[src/rtl/sincos_pkg.sv]
// Shared types, constants and angle helpers for the sin/cos arbiter.
// Angles are signed fixed point with 256 = 1.0 rad; PI is approximated by 804.
package sincos_pkg;

  localparam int ANGLE_W  = 27;
  // Tag id field is sized for the largest supported requester count (8).
  localparam int TAG_ID_W = 3;

  localparam logic signed [ANGLE_W-1:0] HALF_PI = 27'sd402;
  localparam logic signed [ANGLE_W-1:0] PI      = 27'sd804;
  localparam logic signed [ANGLE_W-1:0] TWO_PI  = 27'sd1608;

  typedef enum logic {
    OP_SIN = 1'b0,
    OP_COS = 1'b1
  } sincos_op_t;

  typedef struct packed {
    logic                valid;
    logic [TAG_ID_W-1:0] id;
  } sincos_tag_t;

  // One wrap step that pulls an angle from [-3*PI, 3*PI] into [-PI, PI].
  function automatic logic signed [ANGLE_W-1:0] reduce_angle(input logic signed [ANGLE_W-1:0] a);
    logic signed [ANGLE_W-1:0] r;
    if (a > PI) begin
      r = a - TWO_PI;
    end else if (a < -PI) begin
      r = a + TWO_PI;
    end else begin
      r = a;
    end
    return r;
  endfunction

  // cos(a) = sin(a + PI/2), wrapped back into [-PI, PI].
  function automatic logic signed [ANGLE_W-1:0] cos_shift(input logic signed [ANGLE_W-1:0] a);
    logic signed [ANGLE_W-1:0] r;
    r = a + HALF_PI;
    if (r > PI) begin
      r = r - TWO_PI;
    end else begin
      r = r;
    end
    return r;
  endfunction

endpackage

[src/rtl/sincos_arbiter_if.sv]
// Request/response bus between the requesters and sincos_arbiter.
// master = requester side, slave = arbiter side.
interface sincos_arbiter_if #(
  parameter int NREQ = 4
) ();
  localparam int ID_W = $clog2(NREQ);

  logic [NREQ-1:0]                       req_valid;
  logic [NREQ-1:0]                       req_op;
  logic [NREQ*sincos_pkg::ANGLE_W-1:0]   req_angle;
  logic [NREQ-1:0]                       req_ready;
  logic                                  rsp_valid;
  logic [ID_W-1:0]                       rsp_id;
  logic signed [sincos_pkg::ANGLE_W-1:0] rsp_data;

  modport master (
    output req_valid, req_op, req_angle,
    input  req_ready, rsp_valid, rsp_id, rsp_data
  );

  modport slave (
    input  req_valid, req_op, req_angle,
    output req_ready, rsp_valid, rsp_id, rsp_data
  );
endinterface

[src/rtl/sincos_arbiter_chk.sv]
// Input-range checker used when the arbiter is built without angle
// reduction: every accepted angle must already be inside [-PI, PI].
module sincos_arbiter_chk
  import sincos_pkg::*;
(
  input logic                      clk_i,
  input logic                      reset_i,
  input logic                      accept_i,
  input logic signed [ANGLE_W-1:0] angle_i
);

  property p_angle_in_range;
    @(posedge clk_i) disable iff (reset_i)
      accept_i |-> ((angle_i <= PI) && (angle_i >= -PI));
  endproperty

  a_angle_in_range: assert property (p_angle_in_range)
    else $error("sincos_arbiter: accepted angle %0d outside [-804, 804]", angle_i);

endmodule

[src/rtl/sincos_tag_pipe.sv]
// Shift register of {valid, id} tags that tracks ops in flight through the
// sin unit. It advances only on enabled cycles so it stays aligned with the
// sin unit, which is frozen by the same enable.
module sincos_tag_pipe
  import sincos_pkg::*;
#(
  parameter int DEPTH = 4
) (
  input  logic        clk_i,
  input  logic        reset_i,
  input  logic        en_i,
  input  sincos_tag_t tag_i,
  output sincos_tag_t tag_o,
  output logic        any_valid_o
);

  sincos_tag_t pipe_q [DEPTH];
  sincos_tag_t pipe_d [DEPTH];

  // Next-state: shift one stage on enabled cycles, hold otherwise.
  always_comb begin
    pipe_d = pipe_q;
    if (en_i) begin
      pipe_d[0] = tag_i;
      for (int i = 1; i < DEPTH; i++) begin
        pipe_d[i] = pipe_q[i-1];
      end
    end else begin
      pipe_d = pipe_q;
    end
  end

  // Stage registers; reset empties the pipe so dropped ops never respond.
  always_ff @(posedge clk_i) begin
    if (reset_i) begin
      for (int i = 0; i < DEPTH; i++) begin
        pipe_q[i] <= '0;
      end
    end else begin
      pipe_q <= pipe_d;
    end
  end

  // Any stage holding a live op.
  always_comb begin
    any_valid_o = 1'b0;
    for (int i = 0; i < DEPTH; i++) begin
      any_valid_o = any_valid_o | pipe_q[i].valid;
    end
  end

  assign tag_o = pipe_q[DEPTH-1];

endmodule

[src/rtl/sincos_arbiter.sv]
// Shares one pipelined sin unit among NREQ requesters with a round-robin
// grant. COS ops are issued as sin(angle + PI/2). An en-gated tag pipe routes
// each sin result back to the requester that issued it.
// Optional build macro: SINCOS_RANGE_REDUCE_EN -- when defined, input angles
// in [-3*PI, 3*PI] get one wrap step before the COS offset; when undefined,
// inputs must already be in [-PI, PI] and a checker flags violations.
module sincos_arbiter
  import sincos_pkg::*;
#(
  parameter int NREQ        = 4,
  parameter int SIN_LATENCY = 4
) (
  input  logic                      clk_i,
  input  logic                      reset_i,
  input  logic                      en_i,
  sincos_arbiter_if.slave           bus,
  output logic                      sin_en_o,
  output logic signed [ANGLE_W-1:0] sin_angle_o,
  input  logic signed [ANGLE_W-1:0] sin_result_i,
  output logic                      busy_o
);

  localparam int ID_W = $clog2(NREQ);

  logic [ID_W-1:0]           ptr_q, ptr_d;
  logic [NREQ-1:0]           grant_s;
  logic [ID_W-1:0]           winner_s;
  logic                      accept_s;
  logic signed [ANGLE_W-1:0] sel_angle_s;
  sincos_op_t                sel_op_s;
  logic signed [ANGLE_W-1:0] base_angle_s;
  logic signed [ANGLE_W-1:0] mapped_angle_s;
  sincos_tag_t               tag_in_s;
  sincos_tag_t               tag_last_s;
  logic                      tag_busy_s;
  logic                      rsp_valid_q, rsp_valid_d;
  logic [ID_W-1:0]           rsp_id_q, rsp_id_d;
  logic signed [ANGLE_W-1:0] rsp_data_q, rsp_data_d;

  // Round-robin search: first valid requester at or after the pointer, wrapping.
  always_comb begin
    logic [ID_W:0]   idx_wide;
    logic [ID_W-1:0] idx;
    logic            found;
    logic            hit;
    grant_s  = '0;
    winner_s = '0;
    found    = 1'b0;
    idx_wide = '0;
    idx      = '0;
    hit      = 1'b0;
    if (en_i && !reset_i) begin
      for (int i = 0; i < NREQ; i++) begin
        idx_wide = {1'b0, ptr_q} + (ID_W+1)'(i);
        idx_wide = (idx_wide >= (ID_W+1)'(NREQ)) ? (idx_wide - (ID_W+1)'(NREQ)) : idx_wide;
        idx      = idx_wide[ID_W-1:0];
        hit      = !found && bus.req_valid[idx];
        grant_s[idx] = grant_s[idx] | hit;
        winner_s = hit ? idx : winner_s;
        found    = found | hit;
      end
    end else begin
      grant_s  = '0;
      winner_s = '0;
    end
  end

  assign accept_s      = |grant_s;
  assign bus.req_ready = grant_s;

  // Pick the winner's operand and map it into a sin-unit angle.
  always_comb begin
    sel_angle_s = bus.req_angle[ANGLE_W*winner_s +: ANGLE_W];
    sel_op_s    = sincos_op_t'(bus.req_op[winner_s]);
`ifdef SINCOS_RANGE_REDUCE_EN
    base_angle_s = reduce_angle(sel_angle_s);
`else
    base_angle_s = sel_angle_s;
`endif
    case (sel_op_s)
      OP_SIN:  mapped_angle_s = base_angle_s;
      OP_COS:  mapped_angle_s = cos_shift(base_angle_s);
      default: mapped_angle_s = base_angle_s;
    endcase
  end

  assign sin_angle_o = accept_s ? mapped_angle_s : '0;
  assign sin_en_o    = en_i;

  // Pointer advances past the winner only when something was accepted.
  always_comb begin
    if (accept_s) begin
      ptr_d = (winner_s == ID_W'(NREQ-1)) ? '0 : (winner_s + ID_W'(1));
    end else begin
      ptr_d = ptr_q;
    end
  end

  // Round-robin pointer register.
  always_ff @(posedge clk_i) begin
    if (reset_i) begin
      ptr_q <= '0;
    end else begin
      ptr_q <= ptr_d;
    end
  end

  // Tag for the op entering the sin unit this cycle.
  always_comb begin
    tag_in_s              = '0;
    tag_in_s.valid        = accept_s;
    tag_in_s.id[ID_W-1:0] = winner_s;
  end

  sincos_tag_pipe #(
    .DEPTH(SIN_LATENCY)
  ) u_tag_pipe (
    .clk_i      (clk_i),
    .reset_i    (reset_i),
    .en_i       (en_i),
    .tag_i      (tag_in_s),
    .tag_o      (tag_last_s),
    .any_valid_o(tag_busy_s)
  );

  // Response capture: the sin result is valid exactly when the last tag stage is.
  always_comb begin
    if (en_i && tag_last_s.valid) begin
      rsp_valid_d = 1'b1;
      rsp_id_d    = tag_last_s.id[ID_W-1:0];
      rsp_data_d  = sin_result_i;
    end else begin
      rsp_valid_d = 1'b0;
      rsp_id_d    = rsp_id_q;
      rsp_data_d  = rsp_data_q;
    end
  end

  // Response registers.
  always_ff @(posedge clk_i) begin
    if (reset_i) begin
      rsp_valid_q <= 1'b0;
      rsp_id_q    <= '0;
      rsp_data_q  <= '0;
    end else begin
      rsp_valid_q <= rsp_valid_d;
      rsp_id_q    <= rsp_id_d;
      rsp_data_q  <= rsp_data_d;
    end
  end

  assign bus.rsp_valid = rsp_valid_q;
  assign bus.rsp_id    = rsp_id_q;
  assign bus.rsp_data  = rsp_data_q;
  assign busy_o        = tag_busy_s | rsp_valid_q;

`ifndef SINCOS_RANGE_REDUCE_EN
  sincos_arbiter_chk u_chk (
    .clk_i   (clk_i),
    .reset_i (reset_i),
    .accept_i(accept_s),
    .angle_i (sel_angle_s)
  );
`endif

endmodule

[src/flat_wrapper.sv]
// flat-port wrapper written by rule: the top's interface ports become plain ports
module sincos_arbiter_flat import sincos_pkg::*;
#(
  parameter int NREQ        = 4,
  parameter int SIN_LATENCY = 4
)
  (clk_i, reset_i, en_i, sin_en_o, sin_angle_o, sin_result_i, busy_o, bus_req_valid, bus_req_op, bus_req_angle, bus_req_ready, bus_rsp_valid, bus_rsp_id, bus_rsp_data);
  sincos_arbiter_if #(.NREQ(NREQ)) bus_i ();
  input  logic clk_i;
  input  logic reset_i;
  input  logic en_i;
  output logic sin_en_o;
  output logic signed [ANGLE_W-1:0] sin_angle_o;
  input  logic signed [ANGLE_W-1:0] sin_result_i;
  output logic busy_o;
  input wire logic [$bits(bus_i.req_valid)-1:0] bus_req_valid;
  input wire logic [$bits(bus_i.req_op)-1:0] bus_req_op;
  input wire logic [$bits(bus_i.req_angle)-1:0] bus_req_angle;
  output wire logic [$bits(bus_i.req_ready)-1:0] bus_req_ready;
  output wire logic [$bits(bus_i.rsp_valid)-1:0] bus_rsp_valid;
  output wire logic [$bits(bus_i.rsp_id)-1:0] bus_rsp_id;
  output wire logic [$bits(bus_i.rsp_data)-1:0] bus_rsp_data;
  assign bus_i.req_valid = bus_req_valid;
  assign bus_i.req_op = bus_req_op;
  assign bus_i.req_angle = bus_req_angle;
  assign bus_req_ready = bus_i.req_ready;
  assign bus_rsp_valid = bus_i.rsp_valid;
  assign bus_rsp_id = bus_i.rsp_id;
  assign bus_rsp_data = bus_i.rsp_data;
  sincos_arbiter #(.NREQ(NREQ), .SIN_LATENCY(SIN_LATENCY)) u_core (.clk_i(clk_i), .reset_i(reset_i), .en_i(en_i), .bus(bus_i), .sin_en_o(sin_en_o), .sin_angle_o(sin_angle_o), .sin_result_i(sin_result_i), .busy_o(busy_o));
endmodule
[config.mk]
export PLATFORM = sky130hd
export DESIGN_NAME = sincos_arbiter_flat
export DESIGN_NICKNAME = d
export VERILOG_FILES = /design/src/rtl/sincos_pkg.sv /design/src/rtl/sincos_arbiter_if.sv /design/src/rtl/sincos_arbiter_chk.sv /design/src/rtl/sincos_tag_pipe.sv /design/src/rtl/sincos_arbiter.sv /design/src/flat_wrapper.sv
export SDC_FILE = /design/constraint.sdc
export NUM_CORES = 1
export LEC_CHECK = 0
export CORE_ASPECT_RATIO = 0.5
export CORE_MARGIN = 8
export CORE_UTILIZATION = 41
export DETAILED_ROUTE_END_ITERATION = 6
export PLACE_DENSITY = 0.9
export SYNTH_ARGS = -nofsm -noshare
export SYNTH_HDL_FRONTEND = slang
export SYNTH_SLANG_ARGS = --single-unit
export TNS_END_PERCENT = 10
[constraint.sdc]
create_clock -name clk_i -period 8.6 [get_ports clk_i]
set_clock_uncertainty 0.2 [all_clocks]
set_input_delay 1.72 -clock clk_i [delete_from_list [all_inputs] [get_ports clk_i]]
set_output_delay 1.72 -clock clk_i [all_outputs]
set_load 0.01 [all_outputs]
==> metrics <==
outcome finished with violations; failing checks setup timing; Hold EP u_core.bus.rsp_data[3]; Tightest Pin Transition 1025 ps; initial antenna violation count 0; design area 9305 um2; CTS tree done; Ant. Diodes 0; wire per inst 19.41 um; cell taking the most area after synthesis dfxtp_1; Setup WS post-layout -207.9 ps; Max Cap Viol 0; final WL 24710 um; most used cell, CP buf_4; WHS 253.6 ps; grt ovf 0; Pint 1.025 mW; pin count of the biggest net entering global routing 30; drt initial violations 790; Core Rows 29; CP endpoint kind primary output; Post-Syn Area 5350 um2; asr flop ratio synth 0%; CP required 6680 ps; Peak Freq 113.5 MHz; Syn Nets 906; hold wc startpoint u_core.bus.rsp_data[3]; RSZ-0062 raised after global routing yes; switching share of power 45.48%; drt drc 0; crit path buf inv count 8; Critical Path, Cell by Cell clkdlybuf4s50_1 -> buf_4 -> nor2b_1 -> buf_4 -> nand4b_1 -> buf_4 -> nand2_1 -> nor4_1 -> buf_4 -> a31oi_2 -> nand2_1 -> buf_4 -> nor3_1 -> buf_4 -> o21ai_0 -> a211oi_2 -> nor2_1 -> or4_4 -> nand4bb_1 -> xnor2_1 -> or3_1 -> a21oi_2 -> dlygate4sd2_1; Tmin final 8808 ps; DR pass1 iterations 6; fraction of layout cells with a size suffix above 1 27.38%; placed inst area 8677 um2; Final Hold Fails 0; Startpoint Class input port; Sequential Power Share 11.7%; setup TNS -1638 ps; worst-path fanout max 11; Clock Sinks 44; leak pwr 3.735 nW; maximum vdd drop 0.0001057 V; Clock Power Share 9.4%; Final ANT Viol Nets 0; Tot GR Track Use 25.81%; Post-DP HPWL 18000 um; CP max-delay cell or4_4; Top delay family on crit path simple AND/OR/NAND/NOR gates; vias in the first global route 7474; vias per inst 5.952; Tcrit/Tclk final 102.4%; CP arrival 6890 ps; insertion delay to the later sink of the worst-skew pair 270 ps; core footprint 12700 um2; total CTS buffers 5; # setup viols final 16; Reg clk slew, reported paths 60 ps; Yosys reg bits 44; register area share after synthesis 16.46%; Yosys cell types 82; I/O pin total 209; Synth top area share 16.46%; EDFF count, synth 0; most frequent cell after synthesis nand2_1; worst slack, placed -933.3 ps; initial cell density of the core 42.13%; worst r2r src u_core.ptr_q[1]; Die Area 17180 um2; worst reg2reg setup slack 2900 ps; via count 7577; chip height 96.78 um; Gate Count Post-Synth 754; Net Sw Power 0.8550 mW; fin. max-slew vios 0; area grow syn2layout 73.92%; CP max stage delay 570 ps; critical path class input port to primary output; root buf cell clkbuf_16; Longest Clk Path Bufs 2; H-tree depth 2; Max transition margin 31.67%; Placer Congestion 0.9481; r2r endpoint u_core.ptr_q[1]; # port buffers 208; Die X 177.6 um; most common flop cell mapped by yosys dfxtp_1; most frequent cells after synthesis nand2_1, a21oi_1, nor2_1; hold depth 2; power density cells 202.0 nW/um2; reg2reg path depth 21; NumNets Final 1255; Synth Area per Inst 7.096 um2; largest cells by area after synthesis dfxtp_1, nand2_1, mux2i_1, a21oi_1, nor2_1; yosys warns 0; Gate power share 78.9%; global-route wire length before repair 37580 um; Hold Crit Class flip-flop to flip-flop
per-layer routing:
layer | up-vias | GRT usage, % | share of wire (%) | wire (um)
met3 | 132 | 3.763 | 9.0 | 2230
met2 | 507 | 45.97 | 48 | 11790
met1 | 3504 | 30.04 | 38 | 9342
li1 | 3434 | - | - | -
met5 | - | 0 | 0 | 0
met4 | 0 | 11.72 | 5.5 | 1352
logic make-up after synthesis:
logic type               after synthesis  synth area share [%]
adder cells (fa/ha/maj)                6                 1.403
XOR/XNOR                              33                 5.402
multiplexers                          70                 15.34
flip-flops                            44                 16.46
buffers and inverters                 58                 5.402
AND/OR/NAND/NOR                      343                 31.08
AO/OA/AOI/OAI                        200                 24.91
through the flow:
stage          utilization [%]  instances  total power, mW
6_report                 73.27       1273            1.880
5_1_grt                  73.27       1273            1.981
4_1_cts                  72.50       1269            1.804
3_5_place_dp             68.33       1241            1.570
3_3_place_gp             68.33       1241            1.541
2_1_floorplan                -        754           0.9571
sequential cells by signal, indices dropped and copies added (netlist names):
name                      flops
u_core.bus.rsp_id             2
u_core.ptr_q                  2
u_core.u_tag_pipe.tag_o       3
u_core.bus.rsp_valid          1
u_core.u_tag_pipe.pipe_q      9
u_core.bus.rsp_data          27
worst register-to-register path, cell delays in order, from the launching register on:
cell     delay, ps
dfxtp_1        540
inv_1          180
ha_1           360
mux4_2         590
buf_4          170
buf_4          120
buf_4          120
mux2_2         290
nand2_1         70
o21ai_0        110
mux4_2         480
a21oi_1        280
a21oi_1        140
mux4_2         470
nor2_1         250
a21oi_1        160
nor4_2         280
buf_4          320
buf_4          220
nor3_1          60
a21oi_1        110
nor2_1          50
power by group through the flow:
| stage | registers [mW] | clock network [mW] | logic [mW] |
|---|---|---|---|
| global route | 0.220 | 0.190 | 1.57 |
| finish | 0.219 | 0.178 | 1.48 |
| CTS | 0.219 | 0.182 | 1.40 |
| global placement | 0.223 | 0 | 1.32 |
| floorplan | 0.223 | 0 | 0.735 |
| detailed placement | 0.224 | 0 | 1.35 |
cell type report:
| cell class | count | area (um2) |
|---|---|---|
| clock buffer | 5 | 125.1 |
| timing repair buffer | 393 | 3476 |
| fill | 863 | 3395 |
| clock inverter | 2 | 12.51 |
| multi-input combinational | 653 | 4576 |
| sequential | 44 | 880.8 |
| inverter | 6 | 22.52 |
| tap | 170 | 212.7 |
layout by cell type (no fill, tap or decap), types with 5 or more instances in the layout:
cell type,netlist,routed
buf_4,1,176
nand2_1,153,150
mux2i_1,46,46
dlygate4sd2_1,0,17
xnor2_1,23,20
nand3_1,24,22
buf_2,12,7
and2_1,7,7
o211ai_1,5,5
o21ai_1,6,5
mux4_2,8,8
a21oi_1,75,67
a211oi_1,14,5
nor2_1,68,68
dfxtp_1,44,44
a21oi_2,3,7
a31oi_1,9,5
xor2_1,10,10
nand4_1,5,5
clkdlybuf4s50_1,0,180
buf_6,7,5
nand2b_1,5,5
a211oi_2,0,7
ha_1,6,5
mux2_2,11,12
clkbuf_16,0,5
inv_1,6,6
or3_1,9,8
and3_1,12,12
a32oi_2,4,5
nor3_1,18,16
o21ai_0,30,28
timing repair:
action / in CTS / in global routing
endpoints found under the setup margin: 24 / 24
cloned: 1 / 0
gates resized for setup: 99 / 15
hold buffers: 0 / 0
buffers inserted: 20 / 4
pin swaps: 21 / 8
worst max path at each step:
stage,startpoint,end,slack (ps),depth (start not counted)
floorplan,bus_req_valid[3],sin_angle_o[16],2,24
global placement,bus_req_valid[3],sin_angle_o[14],-760,22
detailed placement,bus_req_valid[3],sin_angle_o[14],-930,22
CTS,bus_req_valid[3],sin_angle_o[6],3,25
global route,reset_i,sin_angle_o[19],-480,24
finish,reset_i,sin_angle_o[25],-210,23
Note: power is estimated with default switching activity, not from simulation.
